<file path="config.mk">
export PLATFORM = sky130hd
export DESIGN_NAME = mac_scheduler_flat
export DESIGN_NICKNAME = d
export VERILOG_FILES = /design/src/rtl/mac_scheduler_if.sv /design/src/rtl/mac_scheduler.sv /design/src/flat_wrapper.sv
export SDC_FILE = /design/constraint.sdc
export NUM_CORES = 1
export LEC_CHECK = 0
export ABC_AREA = 1
export ABC_CLOCK_PERIOD_IN_PS = 2200
export BUFFER_PORTS_ARGS = -buffer_cell sky130_fd_sc_hd__buf_2
export CORE_MARGIN = 5
export CORE_UTILIZATION = 53
export DETAILED_ROUTE_END_ITERATION = 16
export PLACE_DENSITY_LB_ADDON = 0.1
export SLEW_MARGIN = 10
export SYNTH_ARGS = -nofsm -noshare
export SYNTH_HDL_FRONTEND = slang
export SYNTH_SLANG_ARGS = --single-unit
export TNS_END_PERCENT = 10
</file>
<file path="constraint.sdc">
create_clock -name clk -period 2.2 [get_ports clk]
set_input_delay 0.44 -clock clk [delete_from_list [all_inputs] [get_ports clk]]
set_output_delay 0.44 -clock clk [all_outputs]
set_load 0.03 [all_outputs]
</file>
<file path="src/rtl/mac_scheduler_if.sv">
// Datapath and result-stream bundle between the MAC scheduler and its
// surroundings. The master side is the scheduler. It drives the operand
// fetch and accumulate controls and presents results. The slave side is
// the MAC datapath together with the result consumer.
interface mac_scheduler_if #(
  parameter int ACC_W = 19
);
  logic             mac_en;
  logic             acc_clr;
  logic [3:0]       term_idx;
  logic [7:0]       out_idx;
  logic [ACC_W-1:0] mac_res;
  logic             res_valid;
  logic [ACC_W-1:0] res_data;
  logic             res_ready;

  modport master (
    output mac_en, acc_clr, term_idx, out_idx, res_valid, res_data,
    input  mac_res, res_ready
  );

  modport slave (
    input  mac_en, acc_clr, term_idx, out_idx, res_valid, res_data,
    output mac_res, res_ready
  );
endinterface

</file>
<file path="src/rtl/mac_scheduler.sv">
// MAC job sequencer. A job is n_out windows of k_len multiply-accumulate
// terms each. After the last term of a window, the sequencer waits LAT
// cycles for the datapath, then captures the sum into a single-entry
// valid/ready output slot. If the slot is still occupied at that point,
// the sum is parked in a hold register and the sequencer stalls until the
// slot frees up. LAT must be at least 1.
//
// state | meaning
// ------+--------------------------------------------------------------
// IDLE  | no job; waits for a start with legal k_len / n_out
// ISSUE | one MAC term per cycle; term_idx counts 0..k_len-1
// DRAIN | waits LAT cycles for the datapath result; samples on count 1
// HOLD  | result parked; waits for the output slot to free
// DONE  | single-cycle completion pulse
module mac_scheduler #(
  parameter int LAT   = 2,
  parameter int ACC_W = 19
) (
  input  logic       clk,
  input  logic       rst,
  input  logic       start,
  input  logic [4:0] k_len,
  input  logic [7:0] n_out,
  output logic       busy,
  output logic       done,
  mac_scheduler_if.master dp
);

  localparam int CNT_W = (LAT < 2) ? 1 : $clog2(LAT + 1);

  typedef enum logic [2:0] {
    IDLE  = 3'd0,
    ISSUE = 3'd1,
    DRAIN = 3'd2,
    HOLD  = 3'd3,
    DONE  = 3'd4
  } state_t;

  state_t           state, state_nxt;
  logic [4:0]       k_lat;
  logic [7:0]       n_lat;
  logic [3:0]       term_idx;
  logic [7:0]       out_idx;
  logic [CNT_W-1:0] drain_cnt;
  logic [ACC_W-1:0] hold_q;
  logic [ACC_W-1:0] res_data_q;
  logic             res_valid_q;

  logic accept, last_term, last_win, slot_free, sample, load_new, load_hold, load;
  logic mac_en_c, acc_clr_c, busy_c, done_c;

  // k_len above 16 would overflow term_idx, so it is rejected just like zero.
  assign accept    = start && (k_len != 5'd0) && (k_len <= 5'd16) && (n_out != 8'd0);
  assign last_term = ({1'b0, term_idx} == (k_lat - 5'd1));
  assign last_win  = (out_idx == (n_lat - 8'd1));
  assign slot_free = !res_valid_q || dp.res_ready;
  assign sample    = (state == DRAIN) && (drain_cnt == CNT_W'(1));
  assign load_new  = sample && slot_free;
  assign load_hold = (state == HOLD) && slot_free;
  assign load      = load_new || load_hold;

  // State register.
  always_ff @(posedge clk or negedge rst) begin
    if (!rst) state <= IDLE;
    else      state <= state_nxt;
  end

  // Next-state and state-decoded outputs.
  always_comb begin
    state_nxt = state;
    mac_en_c  = 1'b0;
    acc_clr_c = 1'b0;
    busy_c    = 1'b1;
    done_c    = 1'b0;
    case (state)
      IDLE: begin
        busy_c = 1'b0;
        if (accept) state_nxt = ISSUE;
      end
      ISSUE: begin
        mac_en_c  = 1'b1;
        acc_clr_c = (term_idx == 4'd0);
        if (last_term) state_nxt = DRAIN;
      end
      DRAIN: begin
        if (sample) begin
          if (!slot_free)    state_nxt = HOLD;
          else if (last_win) state_nxt = DONE;
          else               state_nxt = ISSUE;
        end
      end
      HOLD: begin
        if (slot_free) state_nxt = last_win ? DONE : ISSUE;
      end
      DONE: begin
        done_c    = 1'b1;
        state_nxt = IDLE;
      end
      default: state_nxt = IDLE;
    endcase
  end

  // Job parameters, window/term counters and the drain timer.
  always_ff @(posedge clk or negedge rst) begin
    if (!rst) begin
      k_lat     <= '0;
      n_lat     <= '0;
      term_idx  <= '0;
      out_idx   <= '0;
      drain_cnt <= '0;
    end else begin
      case (state)
        IDLE: begin
          if (accept) begin
            k_lat    <= k_len;
            n_lat    <= n_out;
            term_idx <= '0;
            out_idx  <= '0;
          end
        end
        ISSUE: begin
          if (last_term) begin
            term_idx  <= '0;
            drain_cnt <= CNT_W'(LAT);
          end else begin
            term_idx <= term_idx + 4'd1;
          end
        end
        DRAIN: begin
          if (drain_cnt != '0) drain_cnt <= drain_cnt - CNT_W'(1);
        end
        default: ;
      endcase
      // The last window's index stays put so it never wraps past n_out-1.
      if (load && !last_win) out_idx <= out_idx + 8'd1;
    end
  end

  // Output slot and hold register. A load in the same cycle as a handshake
  // keeps res_valid high.
  always_ff @(posedge clk or negedge rst) begin
    if (!rst) begin
      hold_q      <= '0;
      res_data_q  <= '0;
      res_valid_q <= 1'b0;
    end else begin
      if (sample && !slot_free) hold_q <= dp.mac_res;
      if (load) begin
        res_data_q  <= load_new ? dp.mac_res : hold_q;
        res_valid_q <= 1'b1;
      end else if (dp.res_ready) begin
        res_valid_q <= 1'b0;
      end
    end
  end

  assign busy         = busy_c;
  assign done         = done_c;
  assign dp.mac_en    = mac_en_c;
  assign dp.acc_clr   = acc_clr_c;
  assign dp.term_idx  = term_idx;
  assign dp.out_idx   = out_idx;
  assign dp.res_valid = res_valid_q;
  assign dp.res_data  = res_data_q;

endmodule

</file>
<file path="src/flat_wrapper.sv">
// flat-port wrapper written by rule: the top's interface ports become plain ports
module mac_scheduler_flat 
#(
  parameter int LAT   = 2,
  parameter int ACC_W = 19
)
  (clk, rst, start, k_len, n_out, busy, done, dp_mac_en, dp_acc_clr, dp_term_idx, dp_out_idx, dp_res_valid, dp_res_data, dp_mac_res, dp_res_ready);
  mac_scheduler_if #(.ACC_W(ACC_W)) dp_i ();
  input  logic clk;
  input  logic rst;
  input  logic start;
  input  logic [4:0] k_len;
  input  logic [7:0] n_out;
  output logic busy;
  output logic done;
  output wire logic [$bits(dp_i.mac_en)-1:0] dp_mac_en;
  output wire logic [$bits(dp_i.acc_clr)-1:0] dp_acc_clr;
  output wire logic [$bits(dp_i.term_idx)-1:0] dp_term_idx;
  output wire logic [$bits(dp_i.out_idx)-1:0] dp_out_idx;
  output wire logic [$bits(dp_i.res_valid)-1:0] dp_res_valid;
  output wire logic [$bits(dp_i.res_data)-1:0] dp_res_data;
  input wire logic [$bits(dp_i.mac_res)-1:0] dp_mac_res;
  input wire logic [$bits(dp_i.res_ready)-1:0] dp_res_ready;
  assign dp_mac_en = dp_i.mac_en;
  assign dp_acc_clr = dp_i.acc_clr;
  assign dp_term_idx = dp_i.term_idx;
  assign dp_out_idx = dp_i.out_idx;
  assign dp_res_valid = dp_i.res_valid;
  assign dp_res_data = dp_i.res_data;
  assign dp_i.mac_res = dp_mac_res;
  assign dp_i.res_ready = dp_res_ready;
  mac_scheduler #(.LAT(LAT), .ACC_W(ACC_W)) u_core (.clk(clk), .rst(rst), .start(start), .k_len(k_len), .n_out(n_out), .busy(busy), .done(done), .dp(dp_i));
endmodule
</file>
# ---- Yosys cells after proc, flatten, opt, wreduce, memory -nomap -nowiden
# Index checks and enable logic that the tools add are counted.
dict set report totals {
  ff_bits 69
  input_bits 36
  output_inout_bits 36
  elab_cells 78
}
dict set report op_classes {
  addsub 5
  magnitude_cmp 1
  eq_ne 12
  n_mux 23
  n_reduce_logical 28
}
# operator n
set ops {}
lappend ops {{8-bit two-way mux} 3}
lappend ops {{19-bit two-way mux} 1}
lappend ops {{3-bit two-way mux} 6}
lappend ops {{3-bit one-hot mux with 4 select lines} 1}
lappend ops {{2-bit nonzero test} 6}
lappend ops {{8-bit by 1-bit adder with 8-bit output, second input constant} 1}
lappend ops {{8-bit equality test} 1}
lappend ops {{1-bit logical AND} 8}
lappend ops {{4-bit two-way mux} 2}
lappend ops {{2-bit by 1-bit != test with 1-bit output, second input constant} 4}
lappend ops {{4-bit one-hot mux with 2 select lines} 1}
lappend ops {{8-bit nonzero test} 1}
lappend ops {{8-bit by 1-bit subtractor with 8-bit output, second input constant} 1}
lappend ops {{3-bit by 2-bit equality test with 1-bit output, second input constant} 2}
lappend ops {{1-bit two-way mux} 6}
lappend ops {{2-bit AND reduction} 3}
lappend ops {{4-bit by 5-bit equality test with 1-bit output} 1}
lappend ops {{5-bit <= comparator, second input constant} 1}
lappend ops {{5-bit nonzero test} 1}
lappend ops {{5-bit by 1-bit subtractor with 5-bit output, second input constant} 1}
lappend ops {{4-bit by 1-bit adder with 4-bit output, second input constant} 1}
lappend ops {{4-bit zero test} 1}
lappend ops {{2-bit two-way mux} 2}
lappend ops {{2-bit one-hot mux with 2 select lines} 1}
lappend ops {{10 further kinds} 13}

# ---- Depth between registers and ports, before layout
# Gate-level depths: netlist of the first run.
dict set report depth {
  word_depth 7
  mapped_depth 15
  mapped_depth_nobuf 15
}

# ---- Least setup slack after synthesis of the first run
# OpenSTA, ideal clock, no wires.
dict set report synth_path {
  path_kind {register -> output}
  startpoint {register u_core.state[1]}
  endpoint {output port dp_acc_clr}
  arrival_ns 1.590
  slack_ns 0.170
  path_stages_with_launch 4
  cell_sequence {dfrtp_1 -> nor3_2 -> inv_1 -> nor2_1}
}
dict set report synth_via {
  elab_chain_cells 2
}
# item line_no
set synth_rtl {}
lappend synth_rtl {{from (decl)} mac_scheduler.sv:39} ;# state_t state, state_nxt;
lappend synth_rtl {{from (signal assigned)} mac_scheduler.sv:65} ;# else state <= state_nxt;
lappend synth_rtl {{3-bit by 1-bit equality test with 1-bit output} mac_scheduler.sv:75} ;# case (state)
lappend synth_rtl {{1-bit two-way mux} mac_scheduler.sv:75}
lappend synth_rtl {{to (decl)} flat_wrapper.sv:17} ;# output wire logic [$bits(dp_i.acc_clr)-1:0] dp_acc_clr;
# No other way between the ends.

# ---- Worst setup path after layout of the first run
dict set report layout_path {
  startpoint {register u_core.state[0]}
  endpoint {output port dp_acc_clr}
}
# Same word-level chain as after synthesis.

==> results of run 1 <==
[power breakdown]
part	switching, µW	internal, µW	total, µW
Sequential	8.79	1290	1290
Clock	488	782	1270
Combinational	100	51.9	152
[cells by family (layout without fill, tap and decap cells)]
group,Yosys count,count (layout),synth area share [%]
AO/OA/AOI/OAI,83,83,12.0
AND/OR/NAND/NOR,214,214,24.9
flip-flops,69,69,47.5
XOR/XNOR,14,14,3.37
adder cells (fa/ha/maj),7,7,2.41
multiplexers,1,1,0.310
buffers and inverters,80,158,9.56
[metrics by stage]
step	area [µm²]	hold slack [ns]	power (µW)	utilization, %	instances
3_5_place_dp	4070	0.460	1470	60.5	610
5_1_grt	4310	0.121	2840	64.2	626
3_3_place_gp	4070	0.459	1470	60.5	610
4_1_cts	4310	0.0914	2750	64.2	626
6_report	4310	0.0855	2720	64.2	626
2_1_floorplan	3640	0.144	1380	-	468
[worst max-delay path: cells and delay by family, from the launching register on]
kind                   cells  cell delay [ns]
DFF                        1             0.43
buffers and inverters      3             0.41
and+or+nand+nor            2             0.43
[per-layer routing]
layer  wire, µm  GRT usage (%)  vias up
met2       3730           32.0       59
met4         87           6.96        0
met1       3560           24.9     1438
met3        378           4.55       10
li1           -              -     1622
met5          0              0        -
[how the worst max path moves through the flow]
stage          slack (ns)       startpoint              endpoint
4_1_cts              0.16  u_core.state[0]            dp_acc_clr
2_1_floorplan        0.17  u_core.state[1]            dp_acc_clr
6_report             0.16  u_core.state[0]            dp_acc_clr
3_3_place_gp         0.28  u_core.n_lat[0]  u_core.dp.out_idx[0]
5_1_grt              0.06  u_core.state[0]            dp_acc_clr
3_5_place_dp         0.24  u_core.n_lat[0]  u_core.dp.out_idx[4]
[cells in the final DEF (no fill, tap or decap), types with 7 or more instances in the layout]
cell type / n
nor2_1: 52
inv_1: 60
a21oi_1: 45
xor2_1: 10
nand3_1: 26
clkbuf_8: 10
o21ai_1: 12
ha_1: 7
o21ai_0: 20
buf_2: 71
nand2_1: 116
dfrtp_1: 69
[synth_stat cells, types with 2 or more instances]
cell type  instances
nand2_1          116
dfrtp_1           69
inv_1             60
nor2_1            52
a21oi_1           45
nand3_1           26
o21ai_0           20
o21ai_1           12
xor2_1            10
buf_2              8
ha_1               7
buf_6              5
nor3_1             5
clkbuf_1           4
xnor2_1            4
inv_2              3
nand2_2            3
nand4_1            3
o22ai_1            3
nor2_4             2
[registers in the layout (all words and copies together) (netlist names)]
signal               flops
u_core.state             3
u_core.dp.res_data      19
u_core.k_lat             5
u_core.n_lat             8
u_core.hold_q           19
u_core.dp.out_idx        8
u_core.dp.res_valid      1
u_core.dp.term_idx       4
u_core.drain_cnt         2
[final cells by class]
cell class	instances	area [µm²]	share of cell area [%]
well taps	80	100	2.32
clock inverters	6	110	2.55
flip-flops and latches	69	1730	40.0
repair buffers	79	440	10.2
inverters	63	236	5.48
multi-input cells	319	1560	36.2
clock buffers	10	138	3.19
==> impl_metrics.env, run 1 <==
export IMPL_max_stage_delay_ns=0.43
export IMPL_path_class="reg2out"
export IMPL_cts_buffer_depth=2
export IMPL_core_area_um2=6720
export IMPL_cts_buffers=9
export IMPL_cts_root_buffer="clkbuf_8"
export IMPL_placementRows=30
export IMPL_post_place_ws_ns=0.242
export IMPL_ys_flop_type="dfrtp_1"
export IMPL_fillers=611
export IMPL_clkTransAtPathRegs_ns=0.08
export IMPL_track_usage_pct=19.4
export IMPL_ios=72
export IMPL_globalRouteOverflowTotal=0
export IMPL_yosysWarnings=0
export IMPL_place_congestion=0.829
export IMPL_crit_slowest_cell="dfrtp_1"
export IMPL_ys_seq_elements=69
export IMPL_synth_top_area_share_pct=47.5
export IMPL_drc=0
export IMPL_ff2ff_setup_slack_ns=0.24
export IMPL_seq_area_frac_synth_pct=47.5
export IMPL_cts_htree_levels=3
export IMPL_arrival_ns=1.60
export IMPL_vias_per_cell=5.00
export IMPL_max_vdd_ir_drop_v=0.000430
export IMPL_hpwl_mm=5.67
export IMPL_cts_num_sinks=69
export IMPL_insertion_delay_ns=0.33
export IMPL_timing_rr_end="u_core.dp.out_idx[0]"
export IMPL_fmax_ghz=0.491
export IMPL_cp_max_fo=7
export IMPL_drive_gt1_share_pct=20.0
export IMPL_drt_iter0_markers=120
export IMPL_p_leak_uw=0.00240
export IMPL_worst_setup_path_start_kind="register"
export IMPL_die_area_um2=8620
export IMPL_synth_avg_cell_area_um2=7.77
export IMPL_fin_ws_ns=0.164
export IMPL_worst_setup_path_end_kind="output port"
export IMPL_vias=3129
export IMPL_tightest_slew_ns=0.564
export IMPL_cap_violations=0
export IMPL_routedWlPerCell_um=12.4
export IMPL_first_global_vias=2975
export IMPL_syn_inst=468
export IMPL_rsz0062_at_grt="no"
export IMPL_tns_ns=0
export IMPL_diodes=0
export IMPL_postCtsResizedCells=0
export IMPL_setup_viol=0
export IMPL_grt_max_degree=39
export IMPL_synth_top_cell_by_area="dfrtp_1"
export IMPL_fin_skew_ns=0.00950
export IMPL_fin_nets=584
export IMPL_hold_viol_final=0
export IMPL_path_cells="inv_1 > nor3_2 > inv_1 > nor2_1 > buf_2"
export IMPL_status="finished, final reports clean"
export IMPL_synth_area_leaders="dfrtp_1 47%, nand2_1 12%, a21oi_1 6.2%, inv_1 6.2%, nor2_1 5.4%"
export IMPL_routed_wl_mm=7.76
export IMPL_crit_required_ns=1.76
export IMPL_chipHeight_um=92.8
export IMPL_worst_hold_path_type="in2async"
export IMPL_period_minus_slack_ns=2.04
export IMPL_synth_edf_count=0
export IMPL_grt_pass1_wl_mm=13.5
export IMPL_antenna_found_initial=0
export IMPL_fin_crit_sh_pct=92.5
export IMPL_port_buffers=71
export IMPL_cts_setup_buffers=0
export IMPL_drt_pass1_iter_count=4
export IMPL_async_reset_ff_share_pct=100
export IMPL_regToRegStartpoint="u_core.n_lat[0]"
export IMPL_postCtsHoldBufs=0
export IMPL_area_delta_synth_final_pct=18.6
export IMPL_netlist_area_um2=3640
export IMPL_cts_tree="done"
export IMPL_drv_slew=0
export IMPL_synth_cell_types=31
export IMPL_ant_nets=0
export IMPL_rr_worst_depth=14
export IMPL_start_util_pct=54.1
export IMPL_fp_dieW_um=92.8
export IMPL_p_per_area_nw_per_um2=630
export IMPL_synth_nets=511
export IMPL_slew_headroom_pct=62.4
export IMPL_cp_common_cell="inv_1"
Power figures use the tool's default switching activity.
==> run 2: changes to the inputs <==
Settings changed: ABC_CLOCK_PERIOD_IN_PS 2200 to 1700, CORE_UTILIZATION 53 to 50.
Clock period 2.2 ns to 1.7 ns, I/O delays scaled along.
==> run 2 against run 1 <==
Net effect:
- the run now ends with negative setup slack left
- worst setup slack got worse by 0.28 ns
- final area increased by 7.6%
- flip-flop and latch count unchanged
- worst hold slack improved by 0.12 ns
- clock-buffer cell count decreased by 1
- first-iteration DRC count decreased by 9.2%
- non-clock buffer count increased by 20
- register-to-register slack got worse by 0.30 ns
- largest cell class unchanged
- highest routed layer unchanged
- sequential share of layout area decreased by 2.8 points
==> impl_metrics.env, run 2 (synthesis gave the netlist of run 1 again) <==
export IMPL_drv_slew=0
export IMPL_post_place_ws_ns=-0.106
export IMPL_worst_setup_path_end_kind="output port"
export IMPL_dp_cells=643
export IMPL_tightest_slew_ns=0.446
export IMPL_vias=3278
export IMPL_grt_pass1_wl_mm=14.1
export IMPL_clkTransAtPathRegs_ns=0.08
export IMPL_arrival_ns=1.47
export IMPL_status="finished with violations"
export IMPL_multi_input_area_um2=1710
export IMPL_worst_hold_path_type="in2reg"
export IMPL_area_delta_synth_final_pct=27.6
export IMPL_insertion_delay_ns=0.35
export IMPL_first_global_vias=3101
export IMPL_die_area_um2=9080
export IMPL_chipHeight_um=95.3
export IMPL_hold_viol_final=0
export IMPL_routed_wl_mm=8.42
export IMPL_period_minus_slack_ns=1.81
export IMPL_fillers=627
export IMPL_globalRouteOverflowTotal=0
export IMPL_placementRows=31
export IMPL_drt_pass1_iter_count=4
export IMPL_place_congestion=0.872
export IMPL_cts_buffers=9
export IMPL_drc=0
export IMPL_cts_buffer_depth=2
export IMPL_worst_setup_path_start_kind="register"
export IMPL_vias_per_cell=4.93
export IMPL_drive_gt1_share_pct=28.6
export IMPL_final_common_cell="nand2_1"
export IMPL_cap_violations=0
export IMPL_violations="negative setup slack"
export IMPL_cts_root_buffer="clkbuf_8"
export IMPL_port_buffers=71
export IMPL_cts_tree="done"
export IMPL_fin_ws_ns=-0.111
export IMPL_cts_htree_levels=3
export IMPL_stdcell_count=665
export IMPL_cp_max_fo=3
export IMPL_ios=72
export IMPL_postPlaceCellArea_um2=4240
export IMPL_crit_required_ns=1.36
export IMPL_regArea_um2=1730
export IMPL_slew_headroom_pct=70.3
export IMPL_path_class="reg2out"
export IMPL_core_area_um2=7180
export IMPL_setup_viol=9
export IMPL_fin_nets=605
export IMPL_most_common_layout_cells="108 x nand2_1, 67 x buf_2, 67 x dfrtp_1"
export IMPL_p_leak_uw=0.00247
export IMPL_fp_dieW_um=95.3
export IMPL_max_vdd_ir_drop_v=0.000521
export IMPL_fin_area_um2=4640
export IMPL_antenna_found_initial=0
export IMPL_ant_nets=0
export IMPL_diodes=0
export IMPL_fin_skew_ns=0.0102
export IMPL_p_per_area_nw_per_um2=668
export IMPL_start_util_pct=50.7
export IMPL_cts_num_sinks=69
export IMPL_hold_ws_ns=0.209
export IMPL_drt_iter0_markers=109
export IMPL_fin_crit_sh_pct=107
export IMPL_fmax_ghz=0.552
export IMPL_rsz0062_at_grt="yes"
export IMPL_track_usage_pct=19.6
export IMPL_grt_max_degree=39
export IMPL_hpwl_mm=5.91
export IMPL_routedWlPerCell_um=12.7
## run 2: metal layers
metal	routed length, µm	track usage (%)
met5	0	0
met4	114	5.17
met3	540	5.68
met2	4080	31.3
met1	3690	26.1
## run 2: where the power goes
part           total (µW)  internal, µW  switching, µW
clock network        1220           533            690
logic                 200          68.8            131
registers            1670          1660           11.9
## run 2: final cells by class
type	count	area share [%]
inverter	63	5.20
clock buffer	9	2.67
multi-input combinational	320	36.9
clock inverter	6	1.05
tap	99	2.67
timing repair buffer	99	14.3
sequential	69	37.3
## run 2: path summary, 6_finish.rpt
| path | startpoint | endpoint | slack [ns] | depth (start not counted) |
|---|---|---|---|---|
| worst max-delay path | u_core.state[1] | busy | -0.11 | 5 |
| worst min-delay path | dp_mac_res[2] | u_core.dp.res_data[2] | 0.21 | 3 |
| worst max register to register | u_core.n_lat[0] | u_core.dp.out_idx[2] | -0.06 | 14 |
| worst min register to register | u_core.dp.res_data[12] | u_core.dp.res_data[12] | 0.48 | 2 |
| max in group asynchronous | rst | u_core.hold_q[18] | 0.72 | 3 |
| min in group asynchronous | rst | u_core.n_lat[7] | 0.45 | 2 |
## run 2: repair_timing
item / in CTS / in global routing
resized for setup: 19 / 38
setup endpoints to repair: 16 / 37
buffers inserted: 4 / 1
hold buffers: 1 / 0
pin swaps: 12 / 15
cloned: 1 / 0
endpoints found under the hold margin: 15 / 0
## run 2: critical path, cell delays in order (launching register included)
cell	delay, ns
dfrtp_1	0.41
buf_4	0.15
nor3_2	0.22
buf_4	0.17
inv_1	0.05
buf_6	0.13
## run 2: per-stage QoR
stage	TNS, ns	util, %	total power (µW)
global route	-2.60	64.7	3220
detailed placement	-0.714	59.1	1910
floorplan	0	-	1780
global placement	0	59.1	1910
finish	-0.514	64.7	3100
CTS	-0.365	63.0	3140
==> run 3: changes to the inputs <==
Settings changed: ABC_AREA 1 to default, ABC_CLOCK_PERIOD_IN_PS 1700 to 2060, CORE_UTILIZATION 50 to 53.
Clock period 1.7 ns to 2.06 ns, I/O delays scaled along.
==> run 3 against run 2 <==
Net effect:
- the flow still finishes with violations (negative setup slack)
- global-route usage up 0.91 points
- non-clock buffer count rose by 10
- via count shrank 9.8%
- critical endpoint is now u_core.dp.out_idx[1]
- highest routed layer unchanged
==> impl_metrics.env, run 3 <==
export IMPL_status="finished with violations"
export IMPL_violations="negative setup slack"
export IMPL_routed_wl_mm=8.13
export IMPL_finalPower_uw=2550
export IMPL_synth_cell_types=52
export IMPL_cts_buffers=9
export IMPL_fin_skew_ns=0.0114
export IMPL_core_area_um2=6680
export IMPL_period_minus_slack_ns=2.08
export IMPL_max_stage_delay_ns=0.38
export IMPL_hold_viol_final=0
export IMPL_first_global_vias=3041
export IMPL_async_reset_ff_share_pct=100
export IMPL_postPlaceCellArea_um2=4300
export IMPL_multi_input_area_um2=1930
export IMPL_cap_violations=0
export IMPL_path_depth=8
export IMPL_tightest_slew_ns=0.593
export IMPL_diodes=0
export IMPL_ios=72
export IMPL_yosysMostFrequentCell="dfrtp_1"
export IMPL_max_vdd_ir_drop_v=0.000385
export IMPL_regToRegStartpoint="u_core.n_lat[0]"
export IMPL_p_leak_uw=0.00217
export IMPL_fmax_ghz=0.481
export IMPL_synth_top_area_share_pct=48.2
export IMPL_placementRows=30
export IMPL_endpoint="u_core.dp.out_idx[1]"
export IMPL_drt_iter0_markers=151
export IMPL_crit_family="compound AO/OA/AOI/OAI gates"
export IMPL_synth_avg_cell_area_um2=10.6
export IMPL_path_cells="inv_2 > ha_4 > buf_4 > nor4b_4 > o31ai_2 > a211o_4 > o21ai_4 > mux2i_1"
export IMPL_postCtsHoldBufs=0
export IMPL_startpoint="u_core.n_lat[0]"
export IMPL_path_buf_inv=2
export IMPL_post_place_ws_ns=-0.153
export IMPL_fin_ws_ns=-0.0181
export IMPL_synth_top_cell_by_area="dfrtp_1"
export IMPL_drt_pass1_iter_count=4
export IMPL_clkTransAtPathRegs_ns=0.08
export IMPL_ys_flop_type="dfrtp_1"
export IMPL_fin_crit_sh_pct=101
export IMPL_rr_worst_depth=8
export IMPL_antenna_found_initial=0
export IMPL_drc=0
export IMPL_slew_headroom_pct=59.9
export IMPL_grt_max_degree=70
export IMPL_fp_dieW_um=92.2
export IMPL_cts_tree="done"
export IMPL_chipHeight_um=92.2
export IMPL_insertion_delay_ns=0.35
export IMPL_drive_gt1_share_pct=43.5
export IMPL_fin_area_um2=4690
export IMPL_fin_nets=486
export IMPL_cp_max_fo=8
export IMPL_track_usage_pct=20.5
export IMPL_synth_area_leaders="dfrtp_1 48%, mux2_2 10%, mux2i_1 5.6%, o21ai_0 4.3%, nand2_1 3.5%"
export IMPL_p_per_area_nw_per_um2=544
export IMPL_worst_setup_path_end_kind="register"
export IMPL_arrival_ns=2.36
export IMPL_port_buffers=71
export IMPL_path_class="reg2reg"
export IMPL_cts_htree_levels=3
export IMPL_netlist_top_cells_count="69 x dfrtp_1, 33 x mux2_2, 33 x nand2_1"
export IMPL_cts_num_sinks=69
export IMPL_setup_viol=4
export IMPL_crit_required_ns=2.34
export IMPL_ant_nets=0
export IMPL_ys_seq_elements=69
export IMPL_rsz0062_at_grt="yes"
export IMPL_routedWlPerCell_um=15.4
export IMPL_die_area_um2=8510
export IMPL_worst_hold_path_type="in2async"
export IMPL_syn_inst=337
export IMPL_area_delta_synth_final_pct=30.9
export IMPL_seq_area_frac_synth_pct=48.2
export IMPL_ff2ff_setup_slack_ns=-0.02
export IMPL_place_congestion=0.792
export IMPL_drv_slew=0
export IMPL_yosysWarnings=0
export IMPL_synth_edf_count=0
export IMPL_hpwl_mm=5.81
export IMPL_timing_rr_end="u_core.dp.out_idx[1]"
export IMPL_regArea_um2=1730
export IMPL_synth_nets=380
export IMPL_cts_root_buffer="clkbuf_8"
export IMPL_fillers=512
export IMPL_vias_per_cell=5.60
export IMPL_vias=2957
export IMPL_netlist_area_um2=3580
export IMPL_grt_pass1_wl_mm=14.1
export IMPL_cts_buffer_depth=2
export IMPL_final_common_cell="buf_2"
export IMPL_start_util_pct=53.7
export IMPL_crit_slowest_cell="dfrtp_1"
export IMPL_worst_setup_path_start_kind="register"
export IMPL_most_common_layout_cells="69 x buf_2, 67 x dfrtp_1, 36 x buf_4"
export IMPL_globalRouteOverflowTotal=0
## run 3: cell count changes after synthesis, sizes merged, moves of 5 or more
cell,previous run,this run
o211ai,0,5
mux2i,0,20
clkbuf,4,10
nand3,26,6
nor2,55,13
nor2b,0,6
a21oi,45,3
buf,13,4
xor2,10,2
inv,63,15
nand2,120,33
mux2,1,33
nor4,0,6
xnor2,4,12
## run 3: repair_timing
action                                  in CTS  in global routing
gates cloned                                 0                  0
buffers inserted                             2                  0
endpoints found under the setup margin      17                 17
resized for setup                           22                 24
pin swaps                                    9                 15
## run 3: area by class of cell
type / instances / area share (%)
Multi-Input combinational cell: 239 / 41.1
Clock inverter: 6 / 1.52
Timing Repair Buffer: 109 / 14.4
Clock buffer: 10 / 2.72
Sequential cell: 69 / 36.8
Tap cell: 80 / 2.13
Inverter: 15 / 1.25
## run 3: cell families (layout without fill, tap and decap cells)
group / Yosys count / in the layout / share of synthesized area (%)
simple gates: 97 / 97 / 14.2
flops: 69 / 69 / 48.2
compound gates: 68 / 68 / 12.7
mux: 53 / 53 / 16.0
buf+inv: 29 / 140 / 3.18
xor+xnor: 14 / 14 / 3.42
fa+ha+maj: 7 / 7 / 2.44
## run 3: worst min-delay path by stage
stage,to,start,depth (start not counted),slack [ns]
finish,u_core.k_lat[1],rst,2,0.06
global route,u_core.k_lat[1],rst,2,0.09
CTS,u_core.dp.res_data[6],rst,2,0.09
detailed placement,u_core.k_lat[1],rst,2,0.46
global placement,u_core.dp.res_data[5],u_core.dp.res_data[5],2,0.46
floorplan,u_core.dp.out_idx[0],rst,0,0.12
## run 3: worst register-to-register path: cells and delay by family, from the launching register on
kind / cells / cell delay (ns)
compound gates: 3 / 0.78
fa+ha+maj: 1 / 0.17
buf+inv: 2 / 0.20
flops: 1 / 0.38
mux: 1 / 0.21
simple gates: 1 / 0.27
## run 3: metal layers
metal / track usage (%) / up-vias / wire length (µm)
li1: - / 1437 / -
met1: 25.9 / 1429 / 3640
met2: 33.9 / 77 / 3920
met3: 5.66 / 14 / 439
met4: 7.05 / 0 / 131
met5: 0 / - / 0
## run 3: power by group
group	switching, µW	internal, µW	leakage, µW
clock	554	570	0.0000935
combinational	44.9	31.4	0.00113
sequential	0.0000000000000487	1350	0.000951
## run 3: per-stage QoR
stage / hold slack [ns] / util [%] / instances / TNS [ns]
detailed placement: 0.463 / 64.3 / 510 / -1.57
global route: 0.0887 / 70.2 / 528 / -1.31
global placement: 0.458 / 64.3 / 510 / -0.972
floorplan: 0.116 / - / 337 / -1.69
finish: 0.0607 / 70.2 / 528 / -0.0369
CTS: 0.0868 / 68.8 / 528 / -0.0760
